[src/rtl/pixel_shift_sequencer_pkg.sv]
// Shared types for the pixel shift sequencer: shift-register mode encodings,
// the two FSM state sets and the buffered cell record.
package pixel_shift_sequencer_pkg;

  localparam int         DATA_W   = 24;
  localparam logic [2:0] PIX_LAST = 3'd7;

  // Values are the {S1,S0} pins of the external universal shift registers.
  typedef enum logic [1:0] {
    HOLD = 2'b00,
    SHL  = 2'b01,
    SHR  = 2'b10,
    LOAD = 2'b11
  } sr_mode_e;

  typedef enum logic [1:0] {
    F_IDLE,
    F_REQ,
    F_FULL
  } fetch_state_e;

  typedef enum logic [1:0] {
    S_IDLE,
    S_PRIME,
    S_RUN
  } shift_state_e;

  typedef struct packed {
    logic              flip;
    logic [DATA_W-1:0] planes;
  } cell_t;

endpackage

[src/rtl/cell_fetch_buffer.sv]
// Cell fetch FSM: requests one cell at a time from the pattern ROM and keeps it
// in a single-entry buffer until the shifter consumes it.
module cell_fetch_buffer
  import pixel_shift_sequencer_pkg::*;
#(
  parameter int CELLS  = 32,
  parameter int ADDR_W = 5
) (
  input  logic              clk1,
  input  logic              n_clr1,
  input  logic              restart,
  input  logic              consume,
  input  logic              rom_ack,
  input  logic [DATA_W-1:0] rom_data,
  input  logic              rom_flip,
  output logic              rom_req,
  output logic [ADDR_W-1:0] rom_addr,
  output logic              buf_full,
  output cell_t             buf_cell
);

  localparam int             CNT_W   = $clog2(CELLS + 1);
  localparam logic [CNT_W-1:0] CELLS_C = CNT_W'(CELLS);

  fetch_state_e      f_q, f_d;
  logic [ADDR_W-1:0] addr_q, addr_d;
  logic [CNT_W-1:0]  fetched_q, fetched_d;
  cell_t             cell_q, cell_d;

  always_comb begin
    // NOTE: every _d starts from its held value so no branch can infer a latch.
    f_d       = f_q;
    addr_d    = addr_q;
    fetched_d = fetched_q;
    cell_d    = cell_q;
    if (restart) begin
      f_d       = F_REQ;
      addr_d    = '0;
      fetched_d = '0;
    end else begin
      case (f_q)
        F_REQ: begin
          // Acks in any other state fall through untouched.
          if (rom_ack) begin
            f_d         = F_FULL;
            cell_d.flip   = rom_flip;
            cell_d.planes = rom_data;
            addr_d      = addr_q + ADDR_W'(1);
            fetched_d   = fetched_q + CNT_W'(1);
          end
        end
        F_FULL: begin
          if (consume) f_d = (fetched_q == CELLS_C) ? F_IDLE : F_REQ;
        end
        default: ;
      endcase
    end
  end

  // NOTE: sequential state uses non-blocking assignments so every flop samples pre-edge values.
  always_ff @(posedge clk1 or negedge n_clr1) begin
    if (!n_clr1) begin
      f_q       <= F_IDLE;
      addr_q    <= '0;
      fetched_q <= '0;
    end else begin
      f_q       <= f_d;
      addr_q    <= addr_d;
      fetched_q <= fetched_d;
    end
  end

  // NOTE: the payload has no reset; it is only observed while f_q == F_FULL.
  always_ff @(posedge clk1) begin
    cell_q <= cell_d;
  end

  assign rom_req  = (f_q == F_REQ);
  assign rom_addr = addr_q;
  assign buf_full = (f_q == F_FULL);
  assign buf_cell = cell_q;

endmodule

[src/rtl/pixel_shift_sequencer.sv]
// Pixel shift sequencer: drives the load/shift/clear controls of the external
// bit-plane shift registers, one 8-pixel cell at a time, from the fetch buffer.
module pixel_shift_sequencer
  import pixel_shift_sequencer_pkg::*;
#(
  parameter int CELLS  = 32,
  parameter int ADDR_W = 5
) (
  input  logic              clk1,
  input  logic              n_clr1,
  input  logic              line_start,
  output logic              rom_req,
  output logic [ADDR_W-1:0] rom_addr,
  input  logic              rom_ack,
  input  logic [DATA_W-1:0] rom_data,
  input  logic              rom_flip,
  output logic [DATA_W-1:0] sr_data,
  output logic              sr_s1,
  output logic              sr_s0,
  output logic              sr_pe_n,
  output logic              sr_clr_n,
  output logic              busy,
  output logic              line_done,
  output logic              underrun
);

  localparam int               CNT_W   = $clog2(CELLS + 1);
  localparam logic [CNT_W-1:0] CELLS_C = CNT_W'(CELLS);

  logic  buf_full;
  cell_t buf_cell;
  logic  load_now;

  cell_fetch_buffer #(
    .CELLS  (CELLS),
    .ADDR_W (ADDR_W)
  ) u_fetch (
    .clk1     (clk1),
    .n_clr1   (n_clr1),
    .restart  (line_start),
    .consume  (load_now),
    .rom_ack  (rom_ack),
    .rom_data (rom_data),
    .rom_flip (rom_flip),
    .rom_req  (rom_req),
    .rom_addr (rom_addr),
    .buf_full (buf_full),
    .buf_cell (buf_cell)
  );

  shift_state_e      s_q, s_d;
  logic [2:0]        pix_q, pix_d;
  logic [CNT_W-1:0]  loaded_q, loaded_d;
  logic              cur_flip_q, cur_flip_d;
  logic              stall_q, stall_d;
  logic              underrun_q, underrun_d;
  logic              busy_q, busy_d;
  sr_mode_e          mode_q, mode_d;
  logic [DATA_W-1:0] sr_data_q, sr_data_d;
  logic              sr_clr_n_q, sr_clr_n_d;
  logic              line_done_q, line_done_d;

  // pix_q is the pixel whose control word is decided this cycle and shown next.
  always_comb begin
    s_d         = s_q;
    pix_d       = pix_q;
    loaded_d    = loaded_q;
    cur_flip_d  = cur_flip_q;
    stall_d     = stall_q;
    underrun_d  = underrun_q;
    busy_d      = busy_q;
    mode_d      = HOLD;
    sr_data_d   = sr_data_q;
    sr_clr_n_d  = 1'b1;
    line_done_d = 1'b0;
    load_now    = 1'b0;
    if (line_start) begin
      s_d        = S_PRIME;
      pix_d      = '0;
      loaded_d   = '0;
      stall_d    = 1'b0;
      underrun_d = 1'b0;
      busy_d     = 1'b1;
      sr_clr_n_d = ~busy_q;
    end else begin
      if (line_done_q) busy_d = 1'b0;
      case (s_q)
        S_PRIME: load_now = buf_full;
        S_RUN: begin
          if (pix_q != PIX_LAST) begin
            mode_d = cur_flip_q ? SHR : SHL;
            pix_d  = pix_q + 3'd1;
          end else if (loaded_q == CELLS_C) begin
            line_done_d = 1'b1;
            s_d         = S_IDLE;
            pix_d       = '0;
          end else if (buf_full) begin
            load_now = 1'b1;
          end else begin
            // Starved: park at pix 7, clear the registers once, wait for data.
            underrun_d = 1'b1;
            stall_d    = 1'b1;
            sr_clr_n_d = stall_q;
          end
        end
        default: ;
      endcase
      if (load_now) begin
        mode_d     = LOAD;
        sr_data_d  = buf_cell.planes;
        cur_flip_d = buf_cell.flip;
        loaded_d   = loaded_q + CNT_W'(1);
        pix_d      = '0;
        s_d        = S_RUN;
        stall_d    = 1'b0;
      end
    end
  end

  always_ff @(posedge clk1 or negedge n_clr1) begin
    if (!n_clr1) begin
      s_q         <= S_IDLE;
      pix_q       <= '0;
      loaded_q    <= '0;
      cur_flip_q  <= 1'b0;
      stall_q     <= 1'b0;
      underrun_q  <= 1'b0;
      busy_q      <= 1'b0;
      mode_q      <= HOLD;
      sr_data_q   <= '0;
      sr_clr_n_q  <= 1'b0;
      line_done_q <= 1'b0;
    end else begin
      s_q         <= s_d;
      pix_q       <= pix_d;
      loaded_q    <= loaded_d;
      cur_flip_q  <= cur_flip_d;
      stall_q     <= stall_d;
      underrun_q  <= underrun_d;
      busy_q      <= busy_d;
      mode_q      <= mode_d;
      sr_data_q   <= sr_data_d;
      sr_clr_n_q  <= sr_clr_n_d;
      line_done_q <= line_done_d;
    end
  end

  assign sr_s1     = mode_q[1];
  assign sr_s0     = mode_q[0];
  assign sr_pe_n   = ~(mode_q[1] & mode_q[0]);
  assign sr_data   = sr_data_q;
  assign sr_clr_n  = sr_clr_n_q;
  assign busy      = busy_q;
  assign line_done = line_done_q;
  assign underrun  = underrun_q;

endmodule

[config.mk]
export PLATFORM = sky130hd
export DESIGN_NAME = pixel_shift_sequencer
export DESIGN_NICKNAME = d
export VERILOG_FILES = /design/src/rtl/pixel_shift_sequencer_pkg.sv /design/src/rtl/cell_fetch_buffer.sv /design/src/rtl/pixel_shift_sequencer.sv
export SDC_FILE = /design/constraint.sdc
export NUM_CORES = 1
export LEC_CHECK = 0
export BUFFER_PORTS_ARGS = -buffer_cell sky130_fd_sc_hd__buf_4
export CORE_MARGIN = 3
export CORE_UTILIZATION = 54
export CTS_CLUSTER_DIAMETER = 200
export DETAILED_ROUTE_END_ITERATION = 10
export GPL_TIMING_DRIVEN = 0
export PLACE_DENSITY = 0.81
export SLEW_MARGIN = 20
export SYNTH_ARGS = -nofsm -noshare
export SYNTH_HDL_FRONTEND = slang
export SYNTH_SLANG_ARGS = --single-unit
[constraint.sdc]
create_clock -name clk1 -period 3.2 [get_ports clk1]
set_clock_uncertainty 0.05 [all_clocks]
set_input_delay 0.16 -clock clk1 [delete_from_list [all_inputs] [get_ports clk1]]
set_output_delay 0.16 -clock clk1 [all_outputs]
set_load 0.01 [all_outputs]
==> flow_summary.yaml, run 1 <==
outcome:
  status: "complete, no violations"
place:
  gp_congestion: 0.779
  dp_slack_ps: 853
  detailed_place.area_mm2: 0.00392
  port-buffer-count: 65
  dp_cells: 376
  hpwl_um: 4190
timing:
  period_share_pct: 73.6
  worst-slew-pin-transition_ps: 725
  timing.final.ws_setup_ps: 844
  slew_viol_final: 0
  rsz0062_at_grt: "false"
  timing.fmax_mhz: 424
  relSlewSlack_pct: 51.7
  hold_violations: 0
  fin_tns_setup_ps: 0
  final.min_clock_period_ps: 2360
  setup_viol_count_final: 0
detailed_routing:
  vias: 2179
  drc: 0
  via_per_inst: 5.21
  antenna_left: 0
  drt-total-wl_um: 6500
  wl_per_cell_um: 15.5
  firstDrtPassIters: 4
  drt_iter0_markers: 126
yosys:
  ys_seq_area_share_pct: 64.5
  synth_edf_count: 25
  syn_avg_cell_area_um2: 14.0
  ys_ff_latch: 81
  synth_nets: 277
  synth_cell_types: 39
  yosysWarnings: 0
  synthTopCellsByArea: "dfrtp_1 42%, edfxtp_1 23%, mux2_4 9.0%, ha_1 3.4%, a21oi_1 2.4%"
  synth_area_mm2: 0.00334
  synth_flop_cell: "dfrtp_1"
  synth_cells: 239
  yosysTopAreaCellShare_pct: 42.0
  async_reset_ff_share_pct: 69.1
  synth_top_area_cell: "dfrtp_1"
job:
  cap_violations: 0
die:
  coreArea_mm2: 0.00574
  fp.dieW_um: 84.6
  die_y_um: 84.6
  row_count: 27
  die_area_mm2: 0.00716
  start_util_pct: 58.1
  io_pins: 66
finish:
  fin_cells: 418
  final_area_mm2: 0.00441
  post-route-util_pct: 76.8
  nNetsFinal: 379
  antennaDiodeCount: 0
  nFillCells: 367
  areaGrowthSynthToFinish_pct: 32.2
  drive_gt1_share_pct: 34.1
setup_path:
  worst_ep_arrival_time_ps: 2540
  critPathLaunchType: "flip-flop"
  path_max_fanout: 10
  end_kind: "flip-flop"
  r2r_setup_slack_ps: 840
  crit_slowest_cell: "dfrtp_1"
  reg2reg_to: "sr_data[20]"
  crit_type: "flip-flop to flip-flop"
  path_cells: "inv_1 > ha_1 > or3b_4 > o211a_1 > o21a_4 > nand2b_4 > buf_8 > buf_12 > mux2_4"
  critPathTopFamily: "simple AND/OR/NAND/NOR gates"
  reg2regPathDepth: 9
  slowest_delay_ps: 430
  critPathBufInv: 3
  reg2reg_from: "loaded_q[0]"
  critical_path_required_ps: 3390
clock_network:
  root_buffer: "clkbuf_8"
  clk_pin_slew_ps: 90
  clock_sinks: 81
  clk_latency_ps: 350
  cts_max_level: 3
  clockBufferDepth: 2
  tritoncts: "done"
  post_cts_buffers: 0
  cts_inserted_buffers: 9
grt:
  grt_pass1_wl_um: 11200
  grtUsageTotal_pct: 19.8
  grt_pass1_vias: 2248
  grt_max_degree: 57
  antenna_found_initial: 0
  overflow: 0
worst_hold_path:
  hold_depth: 3
  hp-class: "input pin to flip-flop"
  hp-start: "line_start"
  hold_end: "stall_q"
pwr:
  p_leak_nw: 2.03
  p_per_area_mw_per_mm2: 655
  ir_drop_mv: 0.480
state kept, by name (all words and copies together) (netlist names):
name	flops
u_fetch.buf_cell	25
sr_data	24
loaded_q	6
u_fetch.fetched_q	6
u_fetch.rom_addr	5
pix_q	3
mode_q	2
s_q	2
u_fetch.f_q	2
busy	1
cur_flip_q	1
line_done	1
sr_clr_n	1
stall_q	1
underrun	1
cell usage after synthesis (5+ instances only):
| master | n |
|---|---|
| dfrtp_1 | 56 |
| edfxtp_1 | 25 |
| mux2_4 | 20 |
| nand2_1 | 19 |
| nor2_1 | 17 |
| a21oi_1 | 16 |
| inv_1 | 10 |
| ha_1 | 9 |
| xor2_1 | 7 |
| mux2_2 | 6 |
| nand3_1 | 6 |
| nand2b_1 | 5 |
final cells by class:
type	count	area, um^2	share of cell area, %
sequential	81	2150	48.8
inverter	10	37.5	0.851
tap	72	90.1	2.04
timing repair buffer	91	748	17.0
clock inverter	7	105	2.38
clock buffer	9	124	2.81
multi-input combinational	139	1070	24.4
buffer	9	78.8	1.79
report_power, final:
part | switching, W | internal, W | total (W)
Combinational | 0.000255 | 0.000421 | 0.000676
Sequential | 0.000116 | 0.00125 | 0.00137
Clock | 0.000392 | 0.000453 | 0.000845
Total | 0.000764 | 0.00212 | 0.00289
what timing repair did:
item	4_1_cts	5_1_grt
resized for setup	0	0
hold buffers	26	0
setup endpoints to repair	0	0
hold endpoints to repair	81	0
tightest hold or removal path: cells and delay by family:
family / cells / cell delay [ps]
and+or+nand+nor: 1 / 190
buffers and inverters: 1 / 110
AOI/OAI and AO/OA: 1 / 60
cells by family (layout without fill, tap and decap cells):
family / Yosys count / count (layout) / synth area share (%)
flip-flops: 81 / 81 / 64.5
multiplexers: 26 / 26 / 11.0
AO/OA/AOI/OAI: 32 / 32 / 6.11
AND/OR/NAND/NOR: 64 / 64 / 9.38
adder cells (fa/ha/maj): 9 / 9 / 3.38
XOR/XNOR: 8 / 8 / 2.10
buffers and inverters: 19 / 126 / 3.49
placed cells by master, fill, tap and decap left out, drive strengths merged, types with 2 or more instances in the layout:
master | netlist | layout
a21oi | 16 | 16
a31o | 2 | 2
buf | 6 | 71
bufinv | 0 | 2
clkbuf | 3 | 12
dfrtp | 56 | 56
dlygate4sd3 | 0 | 26
edfxtp | 25 | 25
ha | 9 | 9
inv | 10 | 14
mux2 | 26 | 26
nand2 | 19 | 19
nand2b | 6 | 6
nand3 | 6 | 6
nand4 | 4 | 4
nor2 | 17 | 17
nor2b | 4 | 4
nor3 | 3 | 3
o21a | 2 | 2
o21ai | 5 | 5
xor2 | 7 | 7
per-layer routing:
| metal | share of wire [%] | global-route usage [%] |
|---|---|---|
| met3 | 4.3 | 4.51 |
| met2 | 51 | 32.2 |
| met1 | 43 | 26.4 |
| met5 | 0 | 0 |
| met4 | 1.4 | 6.62 |
worst max path at each step:
stage                   start             endpoint  depth (start not counted)
2_1_floorplan  u_fetch.f_q[1]  u_fetch.buf_cell[0]                          2
3_3_place_gp       line_start  u_fetch.buf_cell[4]                          4
3_5_place_dp      loaded_q[0]          sr_data[20]                          9
4_1_cts           loaded_q[0]           sr_data[1]                          9
5_1_grt           loaded_q[0]           sr_data[1]                          9
6_report          loaded_q[0]          sr_data[20]                          9
per-stage QoR:
stage / hold slack (ps) / power [W]
floorplan: -186 / 0.00169
global placement: 212 / 0.00201
detailed placement: 213 / 0.00203
CTS: 127 / 0.00291
global route: 143 / 0.00303
finish: 152 / 0.00289
Power figures use the tool's default switching activity.
==> inputs of run 2 (changes only) <==
- ABC_AREA: unset -> 1
- CORE_UTILIZATION: 54 -> 49
- PLACE_DENSITY: 0.81 -> 0.78
- clock period: 3.2 -> 2 ns (I/O delays scaled with it)
==> run 2 against run 1 <==
Global-route usage down 2.1 points; register-to-register slack worse by 620 ps; die area up 13%; hold slack better by 18 ps; critical endpoint is now sr_data[16]; maximum frequency up 33%; cell count up 24%; clock power up 51%; clock-buffer cell count unchanged; largest power group unchanged; critical path depth up 3; via count up 13%; worst setup slack worse by 620 ps.
==> flow_summary.yaml, run 2 <==
die:
  coreArea_mm2: 0.00657
  die_y_um: 89.9
  start_util_pct: 52.5
  io_pins: 66
  fp.dieW_um: 89.9
  row_count: 29
  die_area_mm2: 0.00807
timing:
  setup_viol_count_final: 0
  holdWs_ps: 169
  period_share_pct: 88.7
  slew_viol_final: 0
  final.min_clock_period_ps: 1770
  worst-slew-pin-transition_ps: 697
  timing.fmax_mhz: 564
  relSlewSlack_pct: 53.5
  fin_tns_setup_ps: 0
  rsz0062_at_grt: "false"
  hold_violations: 0
  timing.final.ws_setup_ps: 226
grt:
  antenna_found_initial: 0
  grt_pass1_vias: 2404
  grt_max_degree: 57
  grtUsageTotal_pct: 17.6
  grt_pass1_wl_um: 11400
  overflow: 0
yosys:
  synth_cell_types: 27
  synth_most_common_cell: "dfrtp_1"
  syn_avg_cell_area_um2: 11.0
  synth_area_mm2: 0.00345
  synthTopCellsByArea: "dfrtp_1 41%, edfxtp_1 22%, o21ai_2 6.9%, inv_1 5.4%, nand2_1 5.3%"
  async_reset_ff_share_pct: 69.1
  ys_ff_latch: 81
  synth_nets: 350
  synth_cells: 312
  synth_top_area_cell: "dfrtp_1"
  synth_common_cells: "56 x dfrtp_1, 50 x inv_1, 49 x nand2_1, 27 x o21ai_2, 25 x edfxtp_1"
  ys_seq_area_share_pct: 62.5
  synth_edf_count: 25
  synth_flop_cell: "dfrtp_1"
  yosysWarnings: 0
  yosysTopAreaCellShare_pct: 40.7
detailed_routing:
  vias: 2455
  wl_per_cell_um: 13.0
  antenna_left: 0
  drt_iter0_markers: 85
  via_per_inst: 4.74
  drt-total-wl_um: 6750
  firstDrtPassIters: 4
  drc: 0
place:
  gp_congestion: 0.777
  port-buffer-count: 65
  hpwl_um: 4220
  dp_slack_ps: -217
finish:
  mostFrequentLayoutCells: "70 x buf_4, 56 x dfrtp_1, 49 x inv_1, 49 x nand2_1"
  multiInputGateArea_mm2: 0.00102
  seq_area_mm2: 0.00215
  antennaDiodeCount: 0
  largest_reg_flops: 25
  nNetsFinal: 458
  drive_gt1_share_pct: 32.0
  nFillCells: 482
  final_common_cell: "buf_4"
  areaGrowthSynthToFinish_pct: 33.3
  post-route-util_pct: 69.9
pwr:
  p_leak_nw: 2.21
  p_per_area_mw_per_mm2: 900
  ir_drop_mv: 0.594
clock_network:
  cts_inserted_buffers: 9
  clk_latency_ps: 340
  clk_pin_slew_ps: 80
  clockBufferDepth: 2
  cts_max_level: 3
  root_buffer: "clkbuf_8"
  clock_sinks: 81
  tritoncts: "done"
outcome:
  status: "complete, no violations"
setup_path:
  crit_type: "flip-flop to flip-flop"
  path_max_fanout: 10
  critical_path_required_ps: 2180
  worst_ep_arrival_time_ps: 1950
  critPathLaunchType: "flip-flop"
  end_kind: "flip-flop"
job:
  cap_violations: 0
worst_hold_path:
  hp-class: "input pin to flip-flop"
==> run 2: cell count changes after synthesis, sizes merged, moves of 6 or more <==
cell    delta
inv       +40
nand2     +42
mux2      -26
nand3     +13
a21oi     -10
nand2b     -6
o21ai     +31
==> run 2: cells by family after synthesis <==
logic type               after synthesis  synth area share, %
AO/OA/AOI/OAI                         44                 9.51
XOR/XNOR                               8                 2.03
buffers and inverters                 60                 7.99
adder cells (fa/ha/maj)                9                 3.27
flip-flops                            81                 62.5
AND/OR/NAND/NOR                      110                 14.7
==> run 2: path summary, 6_finish.rpt <==
check | startpoint | endpoint | slack [ps] | cells after the start
max reg2reg | loaded_q[0] | sr_data[16] | 230 | 12
min in group asynchronous | n_clr1 | busy | 300 | 2
max in group asynchronous | n_clr1 | sr_data[20] | 1140 | 2
max | loaded_q[0] | sr_data[16] | 230 | 12
min | rom_ack | u_fetch.fetched_q[2] | 170 | 3
min reg2reg | line_done | busy | 420 | 1
==> run 2: repair_timing <==
action	CTS	global route
hold buffers	27	0
hold endpoints to repair	82	0
cloned	1	0
gates resized for setup	2	0
setup buffers	0	4
setup endpoints to repair	27	27
==> run 2: critical path: stages (launching register included) <==
cell	delay, ps
dfrtp_1	430
inv_1	80
ha_1	200
nand2_1	50
inv_1	60
nand3_2	90
nand2_2	50
nand2_2	80
nand3_2	100
buf_6	170
buf_6	140
nand2_1	80
o21ai_2	60
==> run 2: power by group <==
part	leakage [nW]	internal (W)	switching, W
logic	1.14	0.000426	0.000382
clock network	0.0991	0.000700	0.000579
registers	0.972	0.00191	0.000132
==> run 2: stage by stage <==
stage          total power (W)  instances  area (um^2)
2_1_floorplan          0.00243        312         3450
3_3_place_gp           0.00281        470         4050
3_5_place_dp           0.00283        470         4050
4_1_cts                0.00416        514         4550
5_1_grt                0.00435        518         4590
6_report               0.00413        518         4590
==> run 2: final cells by class <==
| type | count | share of cell area [%] |
|---|---|---|
| Tap cell | 93 | 2.53 |
| Timing Repair Buffer | 96 | 17.4 |
| Clock inverter | 7 | 2.07 |
| Timing Repair inverter | 1 | 0.163 |
| Inverter | 50 | 4.17 |
| Clock buffer | 9 | 2.70 |
| Multi-Input combinational cell | 171 | 22.2 |
| Buffer | 10 | 1.91 |
| Sequential cell | 81 | 46.9 |
==> run 2: metal layers <==
layer	part of all wire, %	vias to the layer above	track usage [%]	wire length [um]
met5	0	-	0	0
met1	45	1160	23.3	3030
li1	-	1225	-	-
met2	49	58	28.6	3320
met3	4.0	12	3.67	273
met4	1.9	0	7.27	126
==> inputs of run 3 (changes only) <==
- BUFFER_PORTS_ARGS: -buffer_cell sky130_fd_sc_hd__buf_4 -> -buffer_cell sky130_fd_sc_hd__buf_2
- CORE_UTILIZATION: 49 -> 45
- CTS_BUF_LIST: unset -> sky130_fd_sc_hd__clkbuf_2
- PLACE_DENSITY: 0.78 -> 0.73
==> run 3 against run 2 <==
Flip-flop and latch count did not move; utilization fell by 10 points; die area rose by 8.3%; critical path depth fell by 5; critical path type unchanged.
==> flow_summary.yaml, run 3 (synthesis gave the netlist of run 2 again) <==
grt:
  antenna_found_initial: 0
  grt_pass1_wl_um: 11200
  overflow: 0
  grtUsageTotal_pct: 16.5
  grt_max_degree: 57
  grt_pass1_vias: 2435
job:
  cap_violations: 0
finish:
  nNetsFinal: 460
  areaGrowthSynthToFinish_pct: 26.7
  drive_gt1_share_pct: 32.3
  mostFrequentLayoutCells: "65 x buf_2, 56 x dfrtp_1, 49 x inv_1, 49 x nand2_1, 28 x dlygate4sd3_1"
  antennaDiodeCount: 0
  largest_reg_flops: 25
  fin_cells: 526
  final_common_cell: "buf_2"
  post-route-util_pct: 59.5
place:
  dp_cells: 476
  dp_slack_ps: -247
  port-buffer-count: 65
  gp_congestion: 0.757
  hpwl_um: 4240
setup_path:
  reg2reg_to: "u_fetch.buf_cell[1]"
  critical_path_required_ps: 2270
  worst_ep_arrival_time_ps: 2110
  crit_type: "flip-flop to flip-flop"
  path_max_fanout: 8
  r2r_setup_slack_ps: 160
  critPathLaunchType: "flip-flop"
  reg2regPathDepth: 7
  end_kind: "flip-flop"
  reg2reg_from: "u_fetch.f_q[0]"
die:
  start_util_pct: 47.0
  die_y_um: 93.5
  io_pins: 66
  coreArea_mm2: 0.00733
  fp.dieW_um: 93.5
  row_count: 31
  die_area_mm2: 0.00874
detailed_routing:
  antenna_left: 0
  via_per_inst: 4.68
  vias: 2462
  drc: 0
  drt_iter0_markers: 112
  wl_per_cell_um: 12.6
  drt-total-wl_um: 6640
  firstDrtPassIters: 4
timing:
  final.min_clock_period_ps: 1840
  rsz0062_at_grt: "false"
  hold_violations: 0
  worst-slew-pin-transition_ps: 708
  period_share_pct: 92.0
  timing.fmax_mhz: 544
  relSlewSlack_pct: 52.8
  setup_viol_count_final: 0
  timing.final.ws_setup_ps: 160
  slew_viol_final: 0
  holdWs_ps: 82.3
pwr:
  netSwitchingPower_w: 0.00109
  ir_drop_mv: 0.568
  p_leak_nw: 2.16
  p_clk_share_pct: 24.6
  power.share.sequential_pct: 56.1
  p_per_area_mw_per_mm2: 833
  internal_power_w: 0.00254
  combPwrFrac_pct: 19.3
  swShare_pct: 30.1
  total_power_w: 0.00363
clock_network:
  tritoncts: "done"
  clk_pin_slew_ps: 240
  cts_max_level: 3
  root_buffer: "clkbuf_2"
  clk_latency_ps: 520
  clock_sinks: 81
  clockBufferDepth: 2
  cts_inserted_buffers: 9
worst_hold_path:
  hp-class: "input pin to async pin"
outcome:
  status: "complete, no violations"
-- run 3: power by group through the flow --
stage                     clock, W  sequential, W  combinational (W)
after floorplan                  0        0.00214           0.000292
after global placement           0        0.00207           0.000629
after detailed placement         0        0.00207           0.000656
after CTS                 0.000924        0.00204           0.000709
after global routing      0.000996        0.00207           0.000785
final                     0.000893        0.00204           0.000703
-- run 3: worst max-delay path by stage --
stage                        start                    to  slack, ps  cells past startpoint
finish              u_fetch.f_q[0]   u_fetch.buf_cell[1]        160                      7
global route              pix_q[0]           loaded_q[4]         40                      9
CTS                 u_fetch.f_q[0]   u_fetch.buf_cell[3]         80                      6
detailed placement  u_fetch.f_q[1]   u_fetch.buf_cell[0]       -250                      5
global placement    u_fetch.f_q[1]  u_fetch.buf_cell[20]       -210                      5
floorplan           u_fetch.f_q[1]   u_fetch.buf_cell[0]         90                      5
-- run 3: final cells by class --
cell class | instances | area [um^2]
multi-input cells | 171 | 1020
inverters | 50 | 191
plain buffers | 10 | 87.6
fillers | 600 | 2970
repair buffers | 98 | 658
clock buffers | 9 | 45.0
repair inverters | 1 | 7.51
clock inverters | 7 | 80.1
well taps | 99 | 124
flip-flops and latches | 81 | 2150
-- run 3: worst max-delay path, cell delays in order, from the launching register on --
cell,delay (ps)
dfrtp_1,430
inv_1,70
nor2_1,50
nand2_1,230
inv_1,70
nand2_1,290
clkinvlp_4,240
buf_4,200
-- run 3: metrics by stage --
stage          setup TNS [ps]  area (um^2)
4_1_cts                     0         4330
2_1_floorplan               0         3450
6_report                    0         4360
5_1_grt                     0         4360
3_5_place_dp            -6410         3900
3_3_place_gp            -5370         3890
-- run 3: timing repair --
item / in CTS / in global routing
hold endpoints to repair: 85 / 0
resized for setup: 2 / 0
hold buffers: 28 / 0
endpoints found under the setup margin: 27 / 13
cloned: 1 / 0
setup buffers: 1 / 4
-- run 3: per-layer routing --
layer / up-vias / global-route usage (%) / share of wire, %
li1: 1229 / - / -
met1: 1170 / 19.6 / 43
met2: 50 / 28.2 / 51
met3: 13 / 3.70 / 4.2
met4: 0 / 7.81 / 2.5
met5: - / 0 / 0
